===== src/rtl/ex_stage_pkg.sv =====
// Shared opcode/alusel codes and multiplier FSM encoding for the execute stage.
package ex_stage_pkg;

  localparam int MUL_CYCLES_DEF = 32;

  localparam logic [2:0] ALUSEL_LOGIC = 3'b001;
  localparam logic [2:0] ALUSEL_ARITH = 3'b100;

  localparam logic [7:0] OP_AND   = 8'b0010_0100;
  localparam logic [7:0] OP_OR    = 8'b0010_0101;
  localparam logic [7:0] OP_XOR   = 8'b0010_0110;
  localparam logic [7:0] OP_NOR   = 8'b0010_0111;
  localparam logic [7:0] OP_ANDI  = 8'b0101_1001;
  localparam logic [7:0] OP_ORI   = 8'b0101_1010;
  localparam logic [7:0] OP_XORI  = 8'b0101_1011;
  localparam logic [7:0] OP_LUI   = 8'b0101_1100;
  localparam logic [7:0] OP_MULT  = 8'b0001_1000;
  localparam logic [7:0] OP_MULTU = 8'b0001_1001;
  localparam logic [7:0] OP_MFHI  = 8'b0001_0000;
  localparam logic [7:0] OP_MFLO  = 8'b0001_0010;

  typedef enum logic [1:0] {
    MS_IDLE = 2'd0,
    MS_MUL  = 2'd1,
    MS_DONE = 2'd2
  } mul_state_t;

  function automatic logic is_mul_op(input logic [2:0] alusel, input logic [7:0] aluop);
    return (alusel == ALUSEL_ARITH) && ((aluop == OP_MULT) || (aluop == OP_MULTU));
  endfunction

endpackage


===== src/rtl/ex_stage_mul_iter.sv =====
// Radix-2 iterative 32x32->64 multiplier, one shift-add per cycle; done pulses on the last add.
// start is only taken in IDLE; abort returns to IDLE without a done pulse.
module ex_stage_mul_iter
  import ex_stage_pkg::*;
#(
  parameter int MUL_CYCLES = MUL_CYCLES_DEF
) (
  input  logic        clk,
  input  logic        rst,
  input  logic        start,
  input  logic        abort,
  input  logic        signed_i,
  input  logic [31:0] a,
  input  logic [31:0] b,
  output logic        idle,
  output logic        busy,
  output logic        done,
  output logic [63:0] prod
);

  localparam int CNT_W = (MUL_CYCLES > 1) ? $clog2(MUL_CYCLES) : 1;
  localparam logic [CNT_W-1:0] LAST = CNT_W'(MUL_CYCLES - 1);

  mul_state_t       state, state_nxt;
  logic [CNT_W-1:0] count;
  logic [63:0]      mcand, acc, acc_nxt;
  logic [31:0]      mplier, a_abs, b_abs;
  logic             neg;

  assign a_abs   = (signed_i && a[31]) ? -a : a;
  assign b_abs   = (signed_i && b[31]) ? -b : b;
  assign acc_nxt = acc + (mplier[0] ? mcand : 64'd0);
  // The final add is folded into prod so HI/LO can be written on the last MUL edge.
  assign prod    = neg ? -acc_nxt : acc_nxt;
  assign idle    = (state == MS_IDLE);
  assign busy    = (state == MS_MUL);
  assign done    = busy && !abort && (count == LAST);

  always_comb begin
    state_nxt = state;
    case (state)
      MS_IDLE: if (start && !abort) state_nxt = MS_MUL;
      MS_MUL: begin
        if (abort)               state_nxt = MS_IDLE;
        else if (count == LAST)  state_nxt = MS_DONE;
      end
      MS_DONE: state_nxt = MS_IDLE;
      default: state_nxt = MS_IDLE;
    endcase
  end

  always_ff @(posedge clk or negedge rst) begin
    if (!rst) state <= MS_IDLE;
    else      state <= state_nxt;
  end

  always_ff @(posedge clk or negedge rst) begin
    if (!rst) begin
      mcand  <= '0;
      mplier <= '0;
      acc    <= '0;
      count  <= '0;
      neg    <= 1'b0;
    end else if (idle && start && !abort) begin
      mcand  <= {32'd0, a_abs};
      mplier <= b_abs;
      acc    <= '0;
      count  <= '0;
      neg    <= signed_i & (a[31] ^ b[31]);
    end else if (busy) begin
      acc    <= acc_nxt;
      mcand  <= mcand << 1;
      mplier <= mplier >> 1;
      count  <= count + 1'b1;
    end
  end

endmodule


===== src/rtl/ex_stage.sv =====
// Execute stage: logic/LUI/MFHI/MFLO result mux (fwd same cycle, MEM regs latency 1) plus iterative MULT/MULTU into HI/LO.
// Requests a stall for MUL_CYCLES+1 cycles per multiply; flush kills the op and aborts a multiply.
module ex_stage
  import ex_stage_pkg::*;
#(
  parameter int MUL_CYCLES = MUL_CYCLES_DEF
) (
  input  logic        clk,
  input  logic        rst,
  input  logic        flush_i,
  input  logic [2:0]  alusel_i,
  input  logic [7:0]  aluop_i,
  input  logic [31:0] reg1_i,
  input  logic [31:0] reg2_i,
  input  logic [4:0]  wd_i,
  input  logic        wreg_i,
  output logic        fwd_wreg_o,
  output logic [4:0]  fwd_wd_o,
  output logic [31:0] fwd_wdata_o,
  output logic        wreg_o,
  output logic [4:0]  wd_o,
  output logic [31:0] wdata_o,
  output logic [31:0] hi_o,
  output logic [31:0] lo_o,
  output logic        stall_req_o
);

  logic        mul_op, mul_idle, mul_busy, mul_done;
  logic [63:0] mul_prod;
  logic [31:0] result;
  logic        res_vld;

  assign mul_op = is_mul_op(alusel_i, aluop_i);

  always_comb begin
    result  = '0;
    res_vld = 1'b0;
    if (alusel_i == ALUSEL_LOGIC) begin
      res_vld = 1'b1;
      case (aluop_i)
        OP_AND, OP_ANDI: result = reg1_i & reg2_i;
        OP_OR,  OP_ORI:  result = reg1_i | reg2_i;
        OP_XOR, OP_XORI: result = reg1_i ^ reg2_i;
        OP_NOR:          result = ~(reg1_i | reg2_i);
        OP_LUI:          result = reg2_i;
        default:         res_vld = 1'b0;
      endcase
    end else if (alusel_i == ALUSEL_ARITH) begin
      res_vld = 1'b1;
      case (aluop_i)
        OP_MFHI: result = hi_o;
        OP_MFLO: result = lo_o;
        default: res_vld = 1'b0;
      endcase
    end
  end

  // DONE is neither idle nor busy, so the MULT still held by ID cannot restart.
  assign stall_req_o = rst && !flush_i && ((mul_op && mul_idle) || mul_busy);
  assign fwd_wreg_o  = rst && wreg_i && res_vld && (wd_i != 5'd0) && !flush_i;
  assign fwd_wd_o    = rst ? wd_i : 5'd0;
  assign fwd_wdata_o = rst ? result : 32'd0;

  ex_stage_mul_iter #(.MUL_CYCLES(MUL_CYCLES)) u_mul_iter (
    .clk      (clk),
    .rst      (rst),
    .start    (mul_op && !flush_i),
    .abort    (flush_i),
    .signed_i (aluop_i == OP_MULT),
    .a        (reg1_i),
    .b        (reg2_i),
    .idle     (mul_idle),
    .busy     (mul_busy),
    .done     (mul_done),
    .prod     (mul_prod)
  );

  always_ff @(posedge clk or negedge rst) begin
    if (!rst) begin
      wreg_o  <= 1'b0;
      wd_o    <= '0;
      wdata_o <= '0;
    end else if (stall_req_o || flush_i) begin
      wreg_o  <= 1'b0;
      wd_o    <= '0;
      wdata_o <= '0;
    end else begin
      wreg_o  <= fwd_wreg_o;
      wd_o    <= fwd_wd_o;
      wdata_o <= fwd_wdata_o;
    end
  end

  always_ff @(posedge clk or negedge rst) begin
    if (!rst) begin
      hi_o <= '0;
      lo_o <= '0;
    end else if (mul_done) begin
      hi_o <= mul_prod[63:32];
      lo_o <= mul_prod[31:0];
    end
  end

endmodule


===== config.mk =====
export PLATFORM = sky130hd
export DESIGN_NAME = ex_stage
export DESIGN_NICKNAME = d
export VERILOG_FILES = /design/src/rtl/ex_stage_pkg.sv /design/src/rtl/ex_stage_mul_iter.sv /design/src/rtl/ex_stage.sv
export SDC_FILE = /design/constraint.sdc
export NUM_CORES = 1
export LEC_CHECK = 0
export BUFFER_PORTS_ARGS = -buffer_cell sky130_fd_sc_hd__buf_4
export CAP_MARGIN = 5
export CORE_MARGIN = 2
export CORE_UTILIZATION = 40
export CTS_CLUSTER_DIAMETER = 200
export DETAILED_ROUTE_END_ITERATION = 10
export HOLD_SLACK_MARGIN = 0.03
export REMOVE_ABC_BUFFERS = 1
export SETUP_SLACK_MARGIN = 0.2
export SKIP_CTS_REPAIR_TIMING = 1
export SLEW_MARGIN = 10
export SYNTH_ARGS = -nofsm -noshare
export SYNTH_HDL_FRONTEND = slang
export SYNTH_SLANG_ARGS = --single-unit

===== constraint.sdc =====
create_clock -name clk -period 11.7 [get_ports clk]
set_input_delay 1.755 -clock clk [delete_from_list [all_inputs] [get_ports clk]]
set_output_delay 1.755 -clock clk [all_outputs]
set_load 0.03 [all_outputs]

# Word-level counts from Yosys, hierarchy flattened

Cells that the tools add are included.
Widths: inputs -> output; s select.

Register bits after elaboration: 270
Input bits: 84
Output and inout bits: 141
Logic and storage cells: 98

Add/sub/neg operators: 5
Equal/unequal tests: 18
Muxes and demuxes: 29
Bitwise gates (word level): 6
Reductions and logical operators: 29

Operators with widths:

| cell                | number |
|---|---|
| $mux 64             | 6 |
| $mux 32             | 8 |
| $pmux 32 s5         | 1 |
| $add 64x64->64      | 1 |
| $neg 32->32         | 2 |
| $neg 64->64         | 1 |
| $pmux 32 s2         | 1 |
| $and 32x32->32      | 1 |
| $eq 8x5->1 const B  | 4 |
| $eq 8x6->1 const B  | 4 |
| $eq 8x7->1 const B  | 4 |
| $not 32->32         | 1 |
| $or 32x32->32       | 1 |
| $xor 32x32->32      | 1 |
| $mux 5              | 4 |
| $logic_and 1x1->1   | 16 |
| $reduce_or 2->1     | 4 |
| $reduce_or 8->1     | 1 |
| $mux 2              | 3 |
| $add 5x1->5 const B | 1 |
| $eq 5x5->1 const B  | 1 |
| $mux 1              | 5 |
| $reduce_bool 5->1   | 1 |
| $pmux 2 s2          | 1 |
| 12 further kinds    | 14 |

# Longest topological paths before layout

Depth in word-level cells: 9
Depth in mapped cells: 18
Mapped depth without buffers: 16

# Modules after synthesis

Synthesis repeated with hierarchy kept, for this count alone.

Cell total of the unflattened synthesis: 2751
Area total of the unflattened synthesis: 22502.8 sq um

By module, submodules not included:

| module            | instances | cells an instance | area an instance (sq um) | seq. area each (sq um) |
|---|---|---|---|---|
| ex_stage_mul_iter | 1         | 1909              | 14891.8                  | 4204.0 |
| ex_stage          | 1         | 842               | 7611.0                   | 2552.4 |

# Worst setup path before layout

OpenSTA, ideal clock, no wires.

Path kind: input-to-output
Start point: input aluop_i[5]
End point: output fwd_wreg_o
Data arrival time: 4.097 ns
Required time: 9.945 ns
Path slack: 5.848 ns
Stages on the path: 4
Path buffers: 0
Cell sequence: nand2b_1 > nor4_1 > nand4_1 > a2111oi_0

Word-level cells in the longest chain between the ends: 8
Elaborated cells between the ends (all ways): 19
Classes of those cells: eq/ne: 10; mux: 4; reduce/logical: 5

Ends and longest elaborated chain:

| item                                | RTL line       | RTL |
|---|---|---|
| from (decl)                         | ex_stage.sv:12 | `input logic [7:0] aluop_i,` |
| $eq 8x5->1                          | ex_stage.sv:50 | `case (aluop_i)` |
| $reduce_or 2->1 (no source line)    | -              |  |
| $mux 1                              | ex_stage.sv:50 |  |
| $mux 1                              | ex_stage.sv:48 | `end else if (alusel_i == ALUSEL_ARITH) begin` |
| $mux 1 (*)                          | ex_stage.sv:38 | `if (alusel_i == ALUSEL_LOGIC) begin` |
| $logic_and 1x1->1 (*) (3 in series) | ex_stage.sv:60 | `assign fwd_wreg_o = rst && wreg_i && res_vld && (wd_i != 5'd0) && !flush_i;` |
| to (decl)                           | ex_stage.sv:17 | `output logic fwd_wreg_o,` |

Mark *: on every way between the ends. The rest lies on a longest branch, timed or not.

# Final worst setup path

Start point: input aluop_i[5]
End point: output fwd_wdata_o[27]

Word-level cells in the longest chain between the ends: 5
Elaborated cells between the ends (all ways): 18
Classes of those cells: eq/ne: 10; mux: 5; reduce/logical: 3

Ends and longest elaborated chain:

| item                                           | RTL line                       | RTL |
|---|---|---|
| $eq 8x6->1, or another cell as far along       | ex_stage.sv:40                 | `case (aluop_i)` |
| $reduce_or 2->1 or $pmux 32 s2 (tied branches) | ex_stage.sv:40, ex_stage.sv:50 |  |
| $pmux 32 s5 or $mux 32 (tied branches)         | ex_stage.sv:40, ex_stage.sv:48 |  |
| $mux 32 (*)                                    | ex_stage.sv:38                 |  |
| $mux 32 (*)                                    | ex_stage.sv:62                 | `assign fwd_wdata_o = rst ? result : 32'd0;` |
| to (decl)                                      | ex_stage.sv:19                 | `output logic [31:0] fwd_wdata_o,` |

Marks and branches as above.

==> flow_summary.ini <==
[routing]
drt_iter0_drc = 1791
ant_nets = 0
drc = 0
drtPass1Iterations = 5
post_drt_wl_per_cell_um = 21.44
vias_per_cell = 5.796
wl_um = 73710
dr_total_vias = 19920

[setup_path]
cp-end-kind = output pin
r2r_slack_ns = 6.24
crit_fanout = 32
critical_path_arrival_ns = 3.92
required_ns = 9.95
critical_path_class = input port to output pin
critPathLaunchType = input port

[power_and_ir_drop]
internal-power_mw = 1.849
irDropWorstVdd_mv = 0.09828
combPwrFrac_pct = 21.5
power_frac_clock_pct = 40.9
switching_power_mw = 0.8598
p_leak_nw = 11.32
pwr-share-seq_pct = 37.7
powerDensity_nw_per_um2 = 110.7
power.total_mw = 2.708
p_sw_share_pct = 31.75

[clock_network]
cts-root-buf = clkbuf_16
cts.sinks = 270
cts_tree = yes
cts_buffers = 36
cts-htree-levels = 2
path_clk_slew_ns = 0.05
clk_latency_ns = 0.56
cts.path.max_buffers = 3

[sta]
drv_slew = 0
finalWorstSetupSlack_ns = 6.025
tightest_slew_ns = 1.029
hold_ws_ns = 0.4832
skew_ns = 0.01228
rsz0062_at_grt = false
period_share_pct = 48.51
max_slew_margin_pct = 30.29
period_needed_ns = 5.675
hold_violations = 0
setup_viol = 0
clock.fmax_mhz = 176.2

[floorplan]
dieArea_um2 = 54340
coreArea_um2 = 51610
start_util_pct = 40.68
die_h_um = 233.1
die_w_um = 233.1
rows = 83
io_pins = 225

[yosys]
ys_seq_elements = 270
synth.area.mux_share_pct = 5.530
yosysWarnings = 0
yosysSeqAreaShare_pct = 32.18
synth_flop_cell = dfrtp_1
syn_inst = 2586
netlist_area_um2 = 21000
synth_top_family_by_area = compound AO/OA/AOI/OAI gates
synth-simple-area-share_pct = 20.86
syn_avg_cell_area_um2 = 8.120
synth_compound_area_share_pct = 22.56
async_flop_share_pct = 100.0
synth_enable_flop_cells = 0
synth_cell_types = 83
synth_fa_ha_area_share_pct = 7.961
synth_xor_area_share_pct = 6.632

[placed_design]
dp_hpwl_um = 55520
dp_cells = 3374
place_area_um2 = 23270
pre_cts_slack_ns = 6.045
gp_congestion = 0.9561
port_buffers = 224

[finish]
fin_nets = 2949
final_cells = 3437
final_area_um2 = 24460
area_delta_synth_final_pct = 16.51
n_antenna_cell = 0
fillers = 5078
drive_above_1_share_pct = 13.02

[global_routing]
gr-total-overflow = 0
grt_first_pass_wirelength_um = 112900
grt_pass1_vias = 19220
grt_antenna_before_repair = 0
grt_usage_pct = 26.67
grt_max_degree = 101

[outcome]
status = finished clean

[flow_run]
maxCapViolations = 0

[hold_path]
min_path_type = flop to flop
[final timing paths]
path | start | to | cells past startpoint
setup / recovery | aluop_i[5] | fwd_wdata_o[27] | 11
hold / removal | u_mul_iter.mplier[31] | u_mul_iter.mplier[31] | 2
setup reg to reg | u_mul_iter.mplier[0] | hi_o[14] | 17
hold reg to reg | u_mul_iter.mplier[31] | u_mul_iter.mplier[31] | 2
max in group asynchronous | rst | u_mul_iter.acc[57] | 3
min in group asynchronous | rst | u_mul_iter.acc[29] | 1
[sequential cells by signal, indices dropped and copies added, names as in the netlist]
| signal | count |
|---|---|
| u_mul_iter.acc | 64 |
| u_mul_iter.mcand | 64 |
| hi_o | 32 |
| lo_o | 32 |
| u_mul_iter.mplier | 32 |
| wdata_o | 32 |
| u_mul_iter.count | 5 |
| wd_o | 5 |
| u_mul_iter.state | 2 |
| u_mul_iter.neg | 1 |
| wreg_o | 1 |
[per-stage QoR]
step                TNS [ns]  utilization (%)
floorplan            -139.68                -
global placement           0            45.09
detailed placement         0            45.09
CTS                        0            47.40
global route               0            47.40
finish                     0            47.40
[metal layers]
layer | global-route usage, % | vias to the layer above | part of all wire [%]
li1 | - | 9535 | -
met4 | 8.758 | 0 | 3.0
met2 | 42.23 | 616 | 45
met3 | 3.589 | 143 | 5.5
met1 | 37.45 | 9628 | 46
met5 | 0 | - | 0
[cells by family (layout without fill, tap and decap cells)]
family | after synthesis | in the layout
compound gates | 772 | 772
xor+xnor | 159 | 159
fa+ha+maj | 133 | 133
buf+inv | 236 | 407
flops | 270 | 270
mux | 116 | 116
simple gates | 900 | 900
[synth_stat cells (all sizes together) (16+ instances only)]
| library cell | instances | share of area (%) |
|---|---|---|
| xor2 | 53 | 2.2 |
| nor2 | 106 | 1.9 |
| nor4 | 20 | 0.70 |
| o21ai | 351 | 8.4 |
| clkbuf | 130 | 2.3 |
| mux2i | 116 | 5.5 |
| and3 | 47 | 1.4 |
| xnor2 | 106 | 4.4 |
| o31ai | 24 | 0.95 |
| buf | 18 | 0.38 |
| a21o | 28 | 1.0 |
| o211ai | 48 | 1.8 |
| nand3 | 79 | 1.9 |
| a21oi | 150 | 3.6 |
| inv | 88 | 1.6 |
| and2 | 121 | 3.6 |
| a31oi | 19 | 0.57 |
| nand2 | 387 | 6.9 |
| a22o | 16 | 0.67 |
| nor3 | 29 | 0.72 |
| dfrtp | 270 | 32 |
| nand4 | 38 | 1.2 |
| ha | 132 | 7.9 |
[power groups by stage]
stage | sequential [mW] | combinational (mW) | clock (mW)
CTS | 1.02 | 0.577 | 1.13
floorplan | 1.04 | 0.357 | 0
global route | 1.03 | 0.638 | 1.17
global placement | 1.03 | 0.568 | 0
detailed placement | 1.04 | 0.574 | 0
finish | 1.02 | 0.581 | 1.11
[critical path, stage by stage]
cell and delay (ns):
buf_4 0.11, nand2b_1 0.14, or3_1 0.39, nor2_1 0.24
nand2_1 0.10, o21ai_2 0.12, buf_4 0.36, o21ai_0 0.14
o211ai_1 0.14, and3_1 0.23, buf_4 0.17
[final cells by class]
class | instances | area [um2] | area share, %
Clock inverter | 14 | 126.4 | 0.5166
Multi-Input combinational cell | 2080 | 13410 | 54.80
Inverter | 88 | 330.3 | 1.350
Sequential cell | 270 | 6758 | 27.62
Tap cell | 680 | 850.8 | 3.478
Clock buffer | 49 | 1062 | 4.342
Timing Repair Buffer | 256 | 1929 | 7.887
[layout by cell type (no fill, tap or decap), types with 9 or more instances in the layout]
cell type | netlist | layout
xnor2_1 | 106 | 106
a31oi_1 | 19 | 19
or3_1 | 11 | 11
o211ai_1 | 47 | 47
nand3_1 | 79 | 79
a22o_1 | 16 | 16
and2_1 | 121 | 121
nand2_1 | 387 | 385
nand2b_1 | 14 | 13
nand4_1 | 36 | 36
dfrtp_1 | 270 | 269
a21o_1 | 28 | 28
xor2_1 | 53 | 53
buf_4 | 2 | 255
o41ai_1 | 12 | 12
nor3_1 | 28 | 28
clkbuf_16 | 0 | 38
mux2i_1 | 116 | 115
a211oi_1 | 12 | 12
o21ai_1 | 16 | 16
o21a_1 | 15 | 15
nor4_1 | 18 | 17
and3_1 | 47 | 47
a21oi_1 | 150 | 150
and4_1 | 9 | 9
a21boi_0 | 11 | 11
ha_1 | 132 | 132
or2_2 | 9 | 9
o31ai_1 | 20 | 20
nor2_1 | 106 | 103
o21ai_0 | 334 | 333
inv_1 | 88 | 88
a22oi_1 | 15 | 15
(Power assumes the default switching activity.)
